`config.mk`:
```
export PLATFORM = sky130hd
export DESIGN_NAME = mass_state_writeback_flat
export DESIGN_NICKNAME = d
export VERILOG_FILES = /design/src/rtl/mass_state_writeback_if.sv /design/src/rtl/mass_state_writeback.sv /design/src/flat_wrapper.sv
export SDC_FILE = /design/constraint.sdc
export NUM_CORES = 1
export LEC_CHECK = 0
export ABC_AREA = 1
export BUFFER_PORTS_ARGS = -buffer_cell sky130_fd_sc_hd__buf_4
export CORE_MARGIN = 4
export CORE_UTILIZATION = 42
export CTS_CLUSTER_SIZE = 20
export DETAILED_ROUTE_END_ITERATION = 7
export PLACE_DENSITY = 0.91
export SYNTH_ARGS = -nofsm -noshare
export SYNTH_HDL_FRONTEND = slang
export SYNTH_SLANG_ARGS = --single-unit
```
`constraint.sdc`:
```
create_clock -name clk -period 1.5 [get_ports clk]
set_input_delay 0.15 -clock clk [delete_from_list [all_inputs] [get_ports clk]]
set_output_delay 0.15 -clock clk [all_outputs]
set_load 0.02 [all_outputs]
```
`src/rtl/mass_state_writeback_if.sv`:
```
// rtl/mass_state_writeback_if.sv - pipeline, host and RAM write-port signal bundle for mass_state_writeback
interface mass_state_writeback_if #(
    parameter int SIZE       = 27,
    parameter int ADDR_WIDTH = 4
);
    logic                  in_valid;
    logic                  in_ready;
    logic [ADDR_WIDTH-1:0] in_addr;
    logic [SIZE-1:0]       in_data;
    logic                  host_valid;
    logic                  host_ready;
    logic [ADDR_WIDTH-1:0] host_addr;
    logic [SIZE-1:0]       host_data;
    logic                  we;
    logic [ADDR_WIDTH-1:0] w_addr;
    logic [SIZE-1:0]       d;

    modport master (
        output in_valid, in_addr, in_data, host_valid, host_addr, host_data,
        input  in_ready, host_ready, we, w_addr, d
    );

    modport slave (
        input  in_valid, in_addr, in_data, host_valid, host_addr, host_data,
        output in_ready, host_ready, we, w_addr, d
    );
endinterface

```
`src/rtl/mass_state_writeback.sv`:
```
// rtl/mass_state_writeback.sv - mass-state RAM write controller; WB_HOST_LOAD_EN enables the host load port
module mass_state_writeback #(
    parameter int SIZE       = 27,
    parameter int ADDR_WIDTH = 4,
    parameter int NUM_MASSES = 16
) (
    input  logic                  clk,
    input  logic                  rst_n,
    input  logic                  frame_start,
    mass_state_writeback_if.slave bus,
    output logic                  busy,
    output logic                  frame_done,
    output logic [ADDR_WIDTH:0]   wr_count,
    output logic                  addr_err,
    output logic                  seq_err
);
    localparam logic [ADDR_WIDTH:0] NUM_LIMIT = (ADDR_WIDTH+1)'(NUM_MASSES);

    typedef enum logic [1:0] {IDLE, RUN, DONE} state_t;

    state_t                state_q, state_d;
    logic                  in_acc, host_acc, wr_valid, in_range, count_last;
    logic [ADDR_WIDTH-1:0] wr_addr;
    logic [SIZE-1:0]       wr_data;
    logic                  we_q;
    logic [ADDR_WIDTH-1:0] w_addr_q;
    logic [SIZE-1:0]       d_q;

    assign bus.in_ready = (state_q == RUN);
    assign in_acc       = bus.in_valid & bus.in_ready;

`ifdef WB_HOST_LOAD_EN
    assign bus.host_ready = (state_q == IDLE) & ~frame_start;
    assign host_acc       = bus.host_valid & bus.host_ready;
    // Pipeline wins the port; host is only ever accepted in IDLE so the two never collide.
    assign wr_addr        = in_acc ? bus.in_addr : bus.host_addr;
    assign wr_data        = in_acc ? bus.in_data : bus.host_data;
`else
    logic host_unused;
    assign host_unused    = ^{bus.host_valid, bus.host_addr, bus.host_data};
    assign bus.host_ready = 1'b0;
    assign host_acc       = 1'b0;
    assign wr_addr        = bus.in_addr;
    assign wr_data        = bus.in_data;
`endif

    assign wr_valid   = in_acc | host_acc;
    assign in_range   = ({1'b0, wr_addr} < NUM_LIMIT);
    assign count_last = ((wr_count + 1'b1) == NUM_LIMIT);

    always_ff @(posedge clk or negedge rst_n) begin
        if (!rst_n) begin
            state_q <= IDLE;
        end else begin
            state_q <= state_d;
        end
    end

    always_comb begin
        state_d = state_q;
        case (state_q)
            IDLE:    if (frame_start) state_d = RUN;
            RUN:     if (in_acc && count_last) state_d = DONE;
            DONE:    state_d = IDLE;
            default: state_d = IDLE;
        endcase
    end

    // Registered write port: an accept at one edge becomes we/w_addr/d for the following cycle.
    always_ff @(posedge clk or negedge rst_n) begin
        if (!rst_n) begin
            we_q     <= 1'b0;
            w_addr_q <= '0;
            d_q      <= '0;
            wr_count <= '0;
            addr_err <= 1'b0;
            seq_err  <= 1'b0;
        end else begin
            we_q <= wr_valid & in_range;
            if (wr_valid && in_range) begin
                w_addr_q <= wr_addr;
                d_q      <= wr_data;
            end
            if (wr_valid && !in_range) begin
                addr_err <= 1'b1;
            end
            // Dropped out-of-range beats still count toward frame completion.
            if (in_acc && wr_count != NUM_LIMIT) begin
                wr_count <= wr_count + 1'b1;
            end
            if (state_q == RUN && frame_start) begin
                seq_err <= 1'b1;
            end
            if (state_q == IDLE && frame_start) begin
                wr_count <= '0;
                addr_err <= 1'b0;
                seq_err  <= 1'b0;
            end
        end
    end

    assign bus.we     = we_q;
    assign bus.w_addr = w_addr_q;
    assign bus.d      = d_q;
    assign busy       = (state_q == RUN);
    assign frame_done = (state_q == DONE);
endmodule

```
`src/flat_wrapper.sv`:
```
// flat-port wrapper written by rule: the top's interface ports become plain ports
module mass_state_writeback_flat 
#(
    parameter int SIZE       = 27,
    parameter int ADDR_WIDTH = 4,
    parameter int NUM_MASSES = 16
)
  (clk, rst_n, frame_start, busy, frame_done, wr_count, addr_err, seq_err, bus_in_valid, bus_in_addr, bus_in_data, bus_host_valid, bus_host_addr, bus_host_data, bus_in_ready, bus_host_ready, bus_we, bus_w_addr, bus_d);
  mass_state_writeback_if #(.SIZE(SIZE), .ADDR_WIDTH(ADDR_WIDTH)) bus_i ();
  input  logic clk;
  input  logic rst_n;
  input  logic frame_start;
  output logic busy;
  output logic frame_done;
  output logic [ADDR_WIDTH:0] wr_count;
  output logic addr_err;
  output logic seq_err;
  input wire logic [$bits(bus_i.in_valid)-1:0] bus_in_valid;
  input wire logic [$bits(bus_i.in_addr)-1:0] bus_in_addr;
  input wire logic [$bits(bus_i.in_data)-1:0] bus_in_data;
  input wire logic [$bits(bus_i.host_valid)-1:0] bus_host_valid;
  input wire logic [$bits(bus_i.host_addr)-1:0] bus_host_addr;
  input wire logic [$bits(bus_i.host_data)-1:0] bus_host_data;
  output wire logic [$bits(bus_i.in_ready)-1:0] bus_in_ready;
  output wire logic [$bits(bus_i.host_ready)-1:0] bus_host_ready;
  output wire logic [$bits(bus_i.we)-1:0] bus_we;
  output wire logic [$bits(bus_i.w_addr)-1:0] bus_w_addr;
  output wire logic [$bits(bus_i.d)-1:0] bus_d;
  assign bus_i.in_valid = bus_in_valid;
  assign bus_i.in_addr = bus_in_addr;
  assign bus_i.in_data = bus_in_data;
  assign bus_i.host_valid = bus_host_valid;
  assign bus_i.host_addr = bus_host_addr;
  assign bus_i.host_data = bus_host_data;
  assign bus_in_ready = bus_i.in_ready;
  assign bus_host_ready = bus_i.host_ready;
  assign bus_we = bus_i.we;
  assign bus_w_addr = bus_i.w_addr;
  assign bus_d = bus_i.d;
  mass_state_writeback #(.SIZE(SIZE), .ADDR_WIDTH(ADDR_WIDTH), .NUM_MASSES(NUM_MASSES)) u_core (.clk(clk), .rst_n(rst_n), .frame_start(frame_start), .bus(bus_i), .busy(busy), .frame_done(frame_done), .wr_count(wr_count), .addr_err(addr_err), .seq_err(seq_err));
endmodule
```
==> flow_summary.rst, run 1 <==
.. list-table::
   :header-rows: 1

   * - Metric
     - Value
   * - Part of the Yosys area used for sequential elements
     - 0.5869
   * - Setup slack on the worst flop-to-flop path
     - 0.17 ns
   * - Number of diodes
     - 0
   * - Arrival time at the worst endpoint
     - 1.50 ns
   * - Number of library cell types mapped by synthesis
     - 19
   * - Clock root cell
     - clkbuf_8
   * - Buffers added on ports
     - 75
   * - Area after detailed placement
     - 2296 um^2
   * - Achievable clock frequency
     - 751.6 MHz
   * - Startpoint type of the worst setup path
     - flip-flop
   * - Sum of negative setup slack
     - 0 ns
   * - CTS sink count
     - 40
   * - Setup repair after global routing missed its margin
     - false
   * - Die X
     - 71.72 um
   * - Total area of multi-input combinational cells
     - 591.8 um^2
   * - Flip-flop and latch count after synthesis
     - 40
   * - Worst Hold Path Cells
     - 2
   * - Fraction of final layout cells with drive strength greater than 1
     - 0.3456
   * - Longest Clk Path Bufs
     - 2
   * - Drt total wl
     - 3882 um
   * - Setup CP Type
     - flip-flop to flip-flop
   * - Layout overhead on the synthesized area
     - 39.77%
   * - Post-layout net count
     - 342
   * - Overall global routing resource usage
     - 0.1571
   * - Leak
     - 0.001344 uW
   * - Met1 capacity usage during global routing
     - 0.1873
   * - Minimum period implied by the final worst setup slack
     - 1.331 ns
   * - Post-Synthesis Cells
     - 194
   * - Mean Syn Cell Area
     - 8.791 um^2
   * - Number of max-capacitance violations reported
     - 0
   * - Final period util
     - 0.8870
   * - HP Start
     - frame_start
   * - Worst reg2reg path endpoint
     - u_core.wr_count[4]$_DFFE_PN0P_
   * - Skew-Pair Late Insertion Delay
     - 0.27 ns
   * - # fillers
     - 355
   * - Wire length of the first global-routing pass
     - 6334 um
   * - CTS tree
     - built
   * - Largest net degree at the start of global routing
     - 41
   * - Clk network pwr share
     - 0.163
   * - Area of the core region
     - 3799 um^2
   * - Maximum net fanout on the critical path
     - 6
   * - Antenna-violating nets left
     - 0
   * - GR Overflow Total
     - 0
   * - First drt pass iteration count
     - 4
   * - Number of DRC violations after detailed-routing iteration 0
     - 68
   * - Total standard cell area after synthesis
     - 1705 um^2
   * - Routability Congestion
     - 0.7708
   * - Vias per Instance
     - 4.566
   * - Vias after detailed routing
     - 1461
   * - Switching power share of the total
     - 0.3909
   * - Met3 GRT Util
     - 0.04628
   * - Least setup slack across all paths after layout
     - 0.1695 ns
   * - Net switching component of the power
     - 1518 uW
   * - Top Ports
     - 110
   * - Endpoint class of the critical path
     - flip-flop
   * - Yosys synthesis warning count
     - 0
   * - Power share of the sequential group
     - 0.413
   * - Final setup violation count
     - 0
   * - Part of the total power dissipated in combinational logic
     - 0.424
   * - Clock transition at the registers of the reported paths
     - 0.07 ns
   * - Count of final hold-check violations
     - 0
   * - Power density over the cells
     - 1629 nW/um^2
   * - HPWL Detailed
     - 2906 um
   * - Origin of the critical flop-to-flop path
     - u_core.wr_count[0]$_DFFE_PN0P_
   * - Initial Utilization
     - 0.4489
   * - Run status
     - completed
   * - Required time reported for the critical path endpoint
     - 1.67 ns
   * - Hold worst-path end
     - u_core.seq_err$_DFFE_PN0P_
   * - Die footprint
     - 5144 um^2
   * - Average wire per standard cell
     - 12.13 um
   * - Vias in the first global route
     - 1431
   * - Antenna violations before repair
     - 0
   * - H-tree Lvls
     - 2
   * - TritonCTS buffer count
     - 5
   * - Pint
     - 2366 uW
   * - Max-slew violation count
     - 0
   * - Grt met2 use
     - 0.2714
   * - Pre-CTS setup slack
     - 0.2138 ns
   * - Worst min-delay path category
     - input port to flip-flop
   * - Die height
     - 71.72 um
   * - Busiest layer in global routing
     - met2
   * - Peak ir drop on the vdd network
     - 752.1 uV
   * - Footprint of the flip-flops and latches
     - 1001 um^2
   * - DRC errors left
     - 0
   * - Setup skew after layout
     - 0.003880 ns
   * - Post-CTS resize count
     - 0
   * - Number of rows in the core area
     - 22
   * - R2r worst-path depth
     - 7
   * - Post-route design area
     - 2384 um^2
worst max-delay path, cell delays in order, from the launching register on:
cell      delay (ns)
dfrtp_1         0.45
inv_1           0.15
ha_1            0.17
nand3_1         0.12
nand2_4         0.11
clkinv_2        0.08
nand2_1         0.08
o21ai_2         0.05
routing by layer:
metal  wire length (um)  vias up
met3                311        5
met1               1570      666
met2               1974       50
met4                 25        0
li1                   -      740
met5                  0        -
worst max-delay path by stage:
| stage | start | to | slack (ns) | cells after the start |
|---|---|---|---|---|
| 6_report | u_core.wr_count[0]$_DFFE_PN0P_ | u_core.wr_count[4]$_DFFE_PN0P_ | 0.17 | 7 |
| 5_1_grt | u_core.wr_count[0]$_DFFE_PN0P_ | u_core.state_q[0]$_DFFE_PN0P_ | 0.04 | 8 |
| 4_1_cts | u_core.wr_count[0]$_DFFE_PN0P_ | u_core.wr_count[4]$_DFFE_PN0P_ | 0.17 | 7 |
| 3_5_place_dp | u_core.wr_count[0]$_DFFE_PN0P_ | u_core.wr_count[4]$_DFFE_PN0P_ | 0.21 | 7 |
| 3_3_place_gp | u_core.wr_count[0]$_DFFE_PN0P_ | u_core.wr_count[4]$_DFFE_PN0P_ | 0.23 | 7 |
| 2_1_floorplan | u_core.wr_count[1]$_DFFE_PN0P_ | u_core.state_q[0]$_DFFE_PN0P_ | 0.21 | 8 |
what timing repair did:
item	CTS	global route
hold endpoints to repair	40	0
setup buffers	0	0
hold buffers	1	0
state kept, by name, summed over array words and instances (netlist names):
name / cells
u_core.bus.we: 1
u_core.state_q: 2
u_core.wr_count: 5
u_core.bus.w_addr: 4
u_core.seq_err: 1
u_core.bus.d: 27
cells in the mapped netlist:
library cell / number / area, um^2
clkinv_2: 1 / 5.000
nand3_1: 5 / 25.02
dfrtp_1: 40 / 1001
nand2_1: 108 / 405.4
nand3_2: 1 / 10.01
nand2_4: 2 / 22.52
inv_1: 8 / 30.03
buf_2: 3 / 15.01
buf_6: 3 / 33.78
nor2_1: 4 / 15.01
buf_4: 3 / 22.52
nand4_1: 3 / 18.77
inv_4: 1 / 6.260
o21ai_1: 1 / 5.000
inv_2: 1 / 3.750
ha_1: 3 / 37.54
a21oi_1: 2 / 10.01
o21ai_2: 4 / 35.03
conb_1: 1 / 3.750
power by group through the flow:
stage | Sequential, uW | Combinational (uW) | Clock [uW]
floorplan | 1940 | 626 | 0
global placement | 1610 | 1620 | 0
detailed placement | 1620 | 1660 | 0
CTS | 1600 | 1670 | 660
global route | 1650 | 1810 | 691
finish | 1600 | 1650 | 631
placed cells by master, fill, tap and decap left out:
cell type      netlist  layout
clkbuf_1             0       1
dfrtp_1             40      40
nand3_1              5       5
nand2_1            108     108
nand4_1              3       3
buf_12               0       1
o21ai_2              4       4
clkinv_2             1       2
inv_4                1       1
inv_1                8       8
ha_1                 3       3
o21ai_1              1       1
inv_2                1       1
nor2_1               4       4
clkbuf_8             0       5
nand3_2              1       1
conb_1               1       2
a21oi_1              2       2
dlygate4sd3_1        0       1
nand2_4              2       2
buf_4                3      77
per-stage QoR:
stage                       util  hold slack (ns)  power [uW]  instances
after floorplan                -          -0.1456        2563        195
after detailed placement  0.6044           0.1519        3276        312
after global placement    0.6044           0.1520        3222        312
after global routing      0.6275          0.05265        4150        320
final                     0.6275          0.05906        3883        320
after CTS                 0.6275          0.04668        3936        320
area by class of cell:
type                            count  area share
Clock inverter                      1    0.002100
Clock buffer                        6     0.03045
Multi-Input combinational cell    135      0.2483
Inverter                           11     0.01890
Timing Repair Buffer               79      0.2551
Tap cell                           48     0.02520
Sequential cell                    40      0.4199
cell families (layout without fill, tap and decap cells):
group | after synthesis | after routing | share of synthesized area
other | 1 | 2 | 0.002199
AO/OA/AOI/OAI | 7 | 7 | 0.02934
adder cells (fa/ha/maj) | 3 | 3 | 0.02201
AND/OR/NAND/NOR | 123 | 123 | 0.2913
buffers and inverters | 20 | 97 | 0.06823
flip-flops | 40 | 40 | 0.5869
(Power assumes the default switching activity.)
==> run 2: changes to the inputs <==
--- a/config.mk
+++ b/config.mk
@@ -5,13 +5,14 @@
 export SDC_FILE = /design/constraint.sdc
 export NUM_CORES = 1
 export LEC_CHECK = 0
-export ABC_AREA = 1
+export ABC_AREA = 0
 export BUFFER_PORTS_ARGS = -buffer_cell sky130_fd_sc_hd__buf_4
 export CORE_MARGIN = 4
-export CORE_UTILIZATION = 42
+export CORE_UTILIZATION = 41
 export CTS_CLUSTER_SIZE = 20
 export DETAILED_ROUTE_END_ITERATION = 7
-export PLACE_DENSITY = 0.91
+export GPL_TIMING_DRIVEN = 0
+export PLACE_DENSITY = 0.89
 export SYNTH_ARGS = -nofsm -noshare
 export SYNTH_HDL_FRONTEND = slang
 export SYNTH_SLANG_ARGS = --single-unit
==> flow_summary.rst, run 2 <==
.. list-table::
   :header-rows: 1

   * - Metric
     - Value
   * - Yosys synthesis warning count
     - 0 (unchanged)
   * - Post-layout net count
     - 334 (-2.3%)
   * - Endpoint class of the critical path
     - flip-flop
   * - R2r worst-path depth
     - 5 (-2)
   * - Max-slew violation count
     - 0 (unchanged)
   * - Adder-cell share of the synthesized area
     - 0.02240 (+0.0003945)
   * - Library cell occupying the most area in the post-synthesis netlist
     - dfrtp_1
   * - Number of rows in the core area
     - 22 (unchanged)
   * - Final period util
     - 0.9075 (+0.02049)
   * - Setup slack on the worst flop-to-flop path
     - 0.14 ns (-0.03 ns)
   * - Most common cell after layout, fill and taps aside
     - nand2_1
   * - Peak ir drop on the vdd network
     - 891.0 uV (+18%)
   * - TritonCTS buffer count
     - 5 (unchanged)
   * - Count of final hold-check violations
     - 0 (unchanged)
   * - Die X
     - 71.93 um (+0.29%)
   * - Wire length of the first global-routing pass
     - 6210 um (-2.0%)
   * - Maximum net fanout on the critical path
     - 6 (unchanged)
   * - Flip-flop and latch count after synthesis
     - 40 (unchanged)
   * - Number of diodes
     - 0 (unchanged)
   * - GR Overflow Total
     - 0 (unchanged)
   * - Number of setup buffers added after CTS
     - 0 (unchanged)
   * - Smallest hold slack
     - 0.04695 ns (-0.01211 ns)
   * - Max Used Layer
     - met4
   * - Worst reg2reg path endpoint
     - u_core.state_q[0]$_DFFE_PN0P_
   * - Mean Syn Cell Area
     - 9.308 um^2 (+5.9%)
   * - CP top delay family
     - flip-flops
   * - Least setup slack across all paths after layout
     - 0.1388 ns (-0.03073 ns)
   * - Setup CP Type
     - flip-flop to flip-flop
   * - Leak
     - 0.001356 uW (+0.85%)
   * - Die footprint
     - 5173 um^2 (+0.57%)
   * - Number of DRC violations after detailed-routing iteration 0
     - 70 (+2.9%)
   * - Biggest cell delay along the critical path
     - 0.44 ns (about the same)
   * - Number of library cell types mapped by synthesis
     - 25 (+6)
   * - Skew-Pair Late Insertion Delay
     - 0.29 ns (+0.02 ns)
   * - Fraction of registers with async set or reset after synthesis
     - 1.000 (unchanged)
   * - Arrival time at the worst endpoint
     - 1.54 ns (+0.04 ns)
   * - Vias in the first global route
     - 1422 (-0.63%)
   * - CTS sink count
     - 40 (unchanged)
   * - Antenna-violating nets left
     - 0 (unchanged)
   * - Longest Clk Path Bufs
     - 2 (unchanged)
   * - Portion of netlist area occupied by mux cells
     - 0.02465 (+0.02465)
   * - Most frequently used flop master after synthesis
     - dfrtp_1
   * - Share of synthesized cell area in and, or, nand and nor gates
     - 0.2838 (-0.007475)
   * - Hold worst-path end
     - u_core.bus.d[13]$_DFFE_PN0P_
   * - Area of the core region
     - 3799 um^2 (unchanged)
   * - Top library cells by usage in the layout, fill and taps aside
     - nand2_1, buf_4, dfrtp_1, clkbuf_8, buf_2
   * - Met1 wire length
     - 1505 um (-4.1%)
   * - Number of max-capacitance violations reported
     - 0 (unchanged)
   * - Antenna violations before repair
     - 0 (unchanged)
   * - Power density over the cells
     - 1898 nW/um^2 (+16%)
   * - Die height
     - 71.93 um (+0.29%)
   * - Top Ports
     - 110 (unchanged)
   * - Area share of the largest cell type after synthesis
     - 0.5975 (+0.01052)
   * - Startpoint type of the worst setup path
     - flip-flop
   * - Worst min-delay path category
     - input port to flip-flop
   * - Clock transition at the registers of the reported paths
     - 0.08 ns (about the same)
   * - Compound-gate portion of the synthesized area
     - 0.008962 (-0.02039)
   * - Total length of routed met3 wires
     - 366 um (+18%)
   * - Largest cells by area after synthesis
     - dfrtp_1, nand2_1, ha_1, mux2i_1, buf_2
   * - Final setup violation count
     - 0 (unchanged)
   * - DRC errors left
     - 0 (unchanged)
   * - Clock root cell
     - clkbuf_8
   * - Critical path's slowest cell
     - dfrtp_1
   * - Part of the Yosys area used for sequential elements
     - 0.5975 (+0.01052)
   * - Pre-CTS setup slack
     - 0.06358 ns (-0.1502 ns)
   * - Fraction of final layout cells with drive strength greater than 1
     - 0.3774 (+0.03177)
   * - Total standard cell area after synthesis
     - 1675 um^2 (-1.8%)
   * - Most frequent cell after synthesis
     - nand2_1
   * - Combinational family with the most area after synthesis
     - simple AND/OR/NAND/NOR gates
   * - Flip-flop count of the largest register, all copies and words added
     - 27 (unchanged)
   * - Sum of met2 wire segment lengths after detailed routing
     - 1910 um (-3.2%)
   * - Sum of negative setup slack
     - 0 ns (unchanged)
   * - First drt pass iteration count
     - 4 (unchanged)
   * - Post-synth EDFFs
     - 0 (unchanged)
   * - Setup skew after layout
     - 0.007419 ns (+0.003539 ns)
   * - Achievable clock frequency
     - 734.6 MHz (-2.3%)
   * - HPWL Detailed
     - 2891 um (-0.51%)
   * - Largest net degree at the start of global routing
     - 41 (unchanged)
   * - Worst Hold Path Cells
     - 3 (+1)
   * - Vias after detailed routing
     - 1438 (-1.6%)
   * - Critical path cell sequence
     - ha_1 > nand3_1 > xor2_1 > nor3b_2 > nor2_1
   * - Vias per Instance
     - 4.594 (+0.63%)
   * - Buffers added on ports
     - 75 (unchanged)
   * - Average wire per standard cell
     - 12.22 um (+0.76%)
   * - Xor and xnor fraction of the mapped netlist area
     - 0.01568 (+0.01568)
   * - Most numerous cell types in the synthesized netlist
     - nand2_1, dfrtp_1, buf_2
   * - H-tree Lvls
     - 2 (unchanged)
   * - Total buffers and inverters traversed by the critical path
     - 0 (-2)
   * - Layout overhead on the synthesized area
     - 45.93%
   * - CTS tree
     - built
   * - Minimum period implied by the final worst setup slack
     - 1.361 ns (+0.03073 ns)
   * - Drt total wl
     - 3826 um (-1.4%)
   * - Setup repair after global routing missed its margin
     - false
   * - Required time reported for the critical path endpoint
     - 1.68 ns (about the same)
   * - Overall global routing resource usage
     - 0.1534 (-0.003679)
   * - Initial Utilization
     - 0.4410 (-0.007905)
   * - Origin of the critical flop-to-flop path
     - u_core.wr_count[1]$_DFFE_PN0P_
   * - Routability Congestion
     - 0.7717 (+0.12%)
   * - Run status
     - completed
   * - HP Start
     - bus_in_data[13]
   * - Post-Synthesis Cells
     - 180 (-7.2%)
run 2: cells by family (layout without fill, tap and decap cells):
logic type / Yosys count / after routing
xor+xnor: 3 / 3
flops: 40 / 40
other cells: 1 / 2
compound gates: 2 / 2
fa+ha+maj: 3 / 3
buf+inv: 14 / 98
mux: 4 / 4
simple gates: 113 / 113
run 2: power breakdown:
part	switching [uW]	internal (uW)	leakage, uW
registers	289	1470	0.000486
logic	1100	840	0.000806
clock network	353	587	0.0000645
run 2: final cells by class:
cell class | count | area (um^2)
repair buffers | 76 | 573.1
multi-input cells | 127 | 608.1
inverters | 4 | 20.02
clock buffers | 7 | 96.34
fillers | 335 | 1354
plain buffers | 10 | 55.05
flip-flops and latches | 40 | 1002
well taps | 48 | 60.06
clock inverters | 1 | 30.03
run 2: how the worst max path moves through the flow:
stage | startpoint | end | slack, ns | cells past startpoint
5_1_grt | u_core.state_q[0]$_DFFE_PN0P_ | u_core.bus.d[25]$_DFFE_PN0P_ | 0.03 | 5
3_5_place_dp | u_core.wr_count[0]$_DFFE_PN0P_ | u_core.wr_count[4]$_DFFE_PN0P_ | 0.06 | 6
3_3_place_gp | u_core.wr_count[0]$_DFFE_PN0P_ | u_core.wr_count[4]$_DFFE_PN0P_ | 0.11 | 6
4_1_cts | u_core.wr_count[0]$_DFFE_PN0P_ | u_core.wr_count[0]$_DFFE_PN0P_ | 0.06 | 6
6_report | u_core.wr_count[1]$_DFFE_PN0P_ | u_core.state_q[0]$_DFFE_PN0P_ | 0.14 | 5
2_1_floorplan | u_core.wr_count[0]$_DFFE_PN0P_ | u_core.state_q[0]$_DFFE_PN0P_ | 0.09 | 5
run 2: per-layer routing:
metal / vias up / track usage
met3: 6 / 0.05263
met1: 665 / 0.1784
met2: 54 / 0.2684
li1: 713 / -
met5: - / 0
met4: 0 / 0.04384
run 2: worst reg2reg max path, stage by stage (launching register included):
cell     delay (ns)
dfrtp_1        0.44
ha_1           0.24
nand3_1        0.11
xor2_1         0.18
nor3b_2        0.21
nor2_1         0.07
run 2: timing repair:
item	CTS	global route
hold buffers	1	0
resized for setup	0	2
endpoints found under the hold margin	40	0
setup endpoints to repair	0	3
run 2: stage by stage:
stage	power [uW]	cells	util	cell area, um^2
final	4640	313	0.6436	2445
after global routing	4931	313	0.6436	2445
after CTS	4693	313	0.6420	2439
after detailed placement	3741	304	0.6061	2302
after global placement	3667	304	0.6061	2302
after floorplan	2821	181	-	1679
==> run 3: changes to the inputs <==
--- a/config.mk
+++ b/config.mk
@@ -9,7 +9,7 @@
 export BUFFER_PORTS_ARGS = -buffer_cell sky130_fd_sc_hd__buf_4
 export CORE_MARGIN = 4
 export CORE_UTILIZATION = 41
-export CTS_CLUSTER_SIZE = 20
+export CTS_CLUSTER_SIZE = 25
 export DETAILED_ROUTE_END_ITERATION = 7
 export GPL_TIMING_DRIVEN = 0
 export PLACE_DENSITY = 0.89
==> constraint.sdc (replaced) <==
create_clock -name clk -period 1.5 [get_ports clk]
set_input_delay 0.075 -clock clk [delete_from_list [all_inputs] [get_ports clk]]
set_output_delay 0.075 -clock clk [all_outputs]
set_load 0.02 [all_outputs]
==> flow_summary.rst, run 3 (synthesized netlist as in run 2, its figures left out) <==
.. list-table::
   :header-rows: 1

   * - Metric
     - Value
   * - Maximum net fanout on the critical path
     - 6 (unchanged)
   * - Power density over the cells
     - 1725 nW/um^2 (-9.1%)
   * - Fraction of final layout cells with drive strength greater than 1
     - 0.3390 (-0.03838)
   * - Setup repair after global routing missed its margin
     - false
   * - Top Ports
     - 110 (unchanged)
   * - Run status
     - finished with violations
   * - Setup CP Type
     - flip-flop to flip-flop
   * - Flip-flop count of the largest register, all copies and words added
     - 27 (unchanged)
   * - Initial Utilization
     - 0.4410 (unchanged)
   * - Number of setup buffers added after CTS
     - 0 (unchanged)
   * - Routability Congestion
     - 0.7717 (unchanged)
   * - First drt pass iteration count
     - 4 (unchanged)
   * - HPWL Detailed
     - 2891 um (unchanged)
   * - Max-slew violation count
     - 0 (unchanged)
   * - Average wire per standard cell
     - 13.11 um (+7.3%)
   * - Drt total wl
     - 4497 um (+18%)
   * - Post-layout net count
     - 364 (+9.0%)
   * - Die height
     - 71.93 um (unchanged)
   * - Grt met2 use
     - 0.3235 (+0.05510)
   * - HP Start
     - bus_in_data[23]
   * - Vias per Instance
     - 4.536 (-1.3%)
   * - Top library cells by usage in the layout, fill and taps aside
     - nand2_1, buf_4, dfrtp_1, dlygate4sd3_1, clkbuf_8
   * - Required time reported for the critical path endpoint
     - 1.68 ns (about the same)
   * - R2r worst-path depth
     - 5 (unchanged)
   * - Clock transition at the registers of the reported paths
     - 0.08 ns (about the same)
   * - CTS tree
     - built
   * - H-tree Lvls
     - 2 (unchanged)
   * - Finished Core Util
     - 0.7227 (+0.07905)
   * - Startpoint type of the worst setup path
     - flip-flop
   * - Final period util
     - 0.9090 (+0.001550)
   * - Longest Clk Path Bufs
     - 2 (unchanged)
   * - Arrival time at the worst endpoint
     - 1.54 ns (about the same)
   * - Number of diodes
     - 0 (unchanged)
   * - Origin of the critical flop-to-flop path
     - u_core.wr_count[1]$_DFFE_PN0P_
   * - Endpoint class of the critical path
     - flip-flop
   * - DRC errors left
     - 0 (unchanged)
   * - Antenna violations before repair
     - 0 (unchanged)
   * - Busiest layer in global routing
     - met2
   * - Worst reg2reg path endpoint
     - u_core.state_q[0]$_DFFE_PN0P_
   * - Leak
     - 0.001481 uW (+9.2%)
   * - Number of max-capacitance violations reported
     - 0 (unchanged)
   * - GR Overflow Total
     - 0 (unchanged)
   * - Most common cell after layout, fill and taps aside
     - nand2_1
   * - Final setup violation count
     - 0 (unchanged)
   * - Antenna-violating nets left
     - 0 (unchanged)
   * - Minimum period implied by the final worst setup slack
     - 1.364 ns (+0.002325 ns)
   * - Number of rows in the core area
     - 22 (unchanged)
   * - Violations in the final reports
     - negative hold slack
   * - Largest net degree at the start of global routing
     - 41 (unchanged)
   * - Clock root cell
     - clkbuf_8
   * - Peak ir drop on the vdd network
     - 877.7 uV (-1.5%)
   * - Skew-Pair Late Insertion Delay
     - 0.29 ns (about the same)
   * - Overall global routing resource usage
     - 0.1791 (+0.02566)
   * - Setup skew after layout
     - 0.006073 ns (-0.001346 ns)
   * - Hold worst-path end
     - u_core.bus.d[23]$_DFFE_PN0P_
   * - Smallest hold slack
     - -0.0007981 ns (-0.04775 ns)
   * - CTS sink count
     - 40 (unchanged)
   * - Area of the core region
     - 3799 um^2 (unchanged)
   * - Met1 capacity usage during global routing
     - 0.2054 (+0.02703)
   * - Number of DRC violations after detailed-routing iteration 0
     - 79 (+13%)
   * - Worst min-delay path category
     - input port to flip-flop
   * - Achievable clock frequency
     - 733.4 MHz (-0.17%)
   * - Vias in the first global route
     - 1592 (+12%)
   * - Count of final hold-check violations
     - 1 (+1)
   * - Layout overhead on the synthesized area
     - 63.85%
   * - Buffers added on ports
     - 75 (unchanged)
   * - Setup slack on the worst flop-to-flop path
     - 0.14 ns (about the same)
   * - Wire length of the first global-routing pass
     - 7155 um (+15%)
   * - Sum of negative setup slack
     - 0 ns (unchanged)
   * - TritonCTS buffer count
     - 5 (unchanged)
   * - Met3 GRT Util
     - 0.04848 (-0.004155)
   * - Die footprint
     - 5173 um^2 (unchanged)
   * - Vias after detailed routing
     - 1556 (+8.2%)
   * - Die X
     - 71.93 um (unchanged)
   * - Worst Hold Path Cells
     - 3 (unchanged)
-- run 3: critical path, cell delays in order (launching register included) --
cell and delay [ns]:
dfrtp_1 0.44, ha_1 0.24, nand3_1 0.11, xor2_1 0.18
nor3b_2 0.21, nor2_1 0.07
-- run 3: final cells by class --
cell class,count,area (um^2)
inverter,4,20.02
clock inverter,1,30.03
multi-input combinational,127,608.1
sequential,40,1002
buffer,10,55.05
fill,287,1054
timing repair buffer,106,873.3
clock buffer,7,96.34
tap,48,60.06
-- run 3: repair_timing --
action | CTS | global route
hold buffers | 31 | 0
resized for setup | 0 | 2
hold endpoints to repair | 70 | 0
setup endpoints to repair | 0 | 3
-- run 3: power breakdown --
| group | total [uW] | switching, uW | internal [uW] |
|---|---|---|---|
| Combinational | 2030 | 1140 | 891 |
| Sequential | 1760 | 292 | 1470 |
| Clock | 947 | 360 | 587 |
| Total | 4730 | 1790 | 2950 |
-- run 3: worst max-delay path by stage --
stage               depth (start not counted)  slack (ns)                             end                      startpoint
floorplan                                   5        0.09   u_core.state_q[0]$_DFFE_PN0P_  u_core.wr_count[0]$_DFFE_PN0P_
CTS                                         6        0.06  u_core.wr_count[0]$_DFFE_PN0P_  u_core.wr_count[0]$_DFFE_PN0P_
detailed placement                          6        0.06  u_core.wr_count[4]$_DFFE_PN0P_  u_core.wr_count[0]$_DFFE_PN0P_
global placement                            6        0.11  u_core.wr_count[4]$_DFFE_PN0P_  u_core.wr_count[0]$_DFFE_PN0P_
global route                                6        0.03  u_core.wr_count[4]$_DFFE_PN0P_  u_core.wr_count[0]$_DFFE_PN0P_
finish                                      5        0.14   u_core.state_q[0]$_DFFE_PN0P_  u_core.wr_count[1]$_DFFE_PN0P_
-- run 3: per-stage QoR --
stage | power, uW | hold slack [ns] | cells | area [um^2] | setup WS [ns]
finish | 4734 | -0.0007981 | 343 | 2745 | 0.1364
global route | 5021 | 0.003297 | 343 | 2745 | 0.03262
CTS | 4755 | 0.0004310 | 343 | 2739 | 0.05798
detailed placement | 3741 | 0.07879 | 304 | 2302 | 0.06358
global placement | 3667 | 0.06826 | 304 | 2302 | 0.1075
floorplan | 2821 | -0.2206 | 181 | 1679 | 0.09437
-- run 3: per-layer routing --
layer | share of wire | wire length, um
met5 | 0 | 0
met4 | 0.015 | 68
met3 | 0.073 | 329
met2 | 0.52 | 2329
met1 | 0.39 | 1770
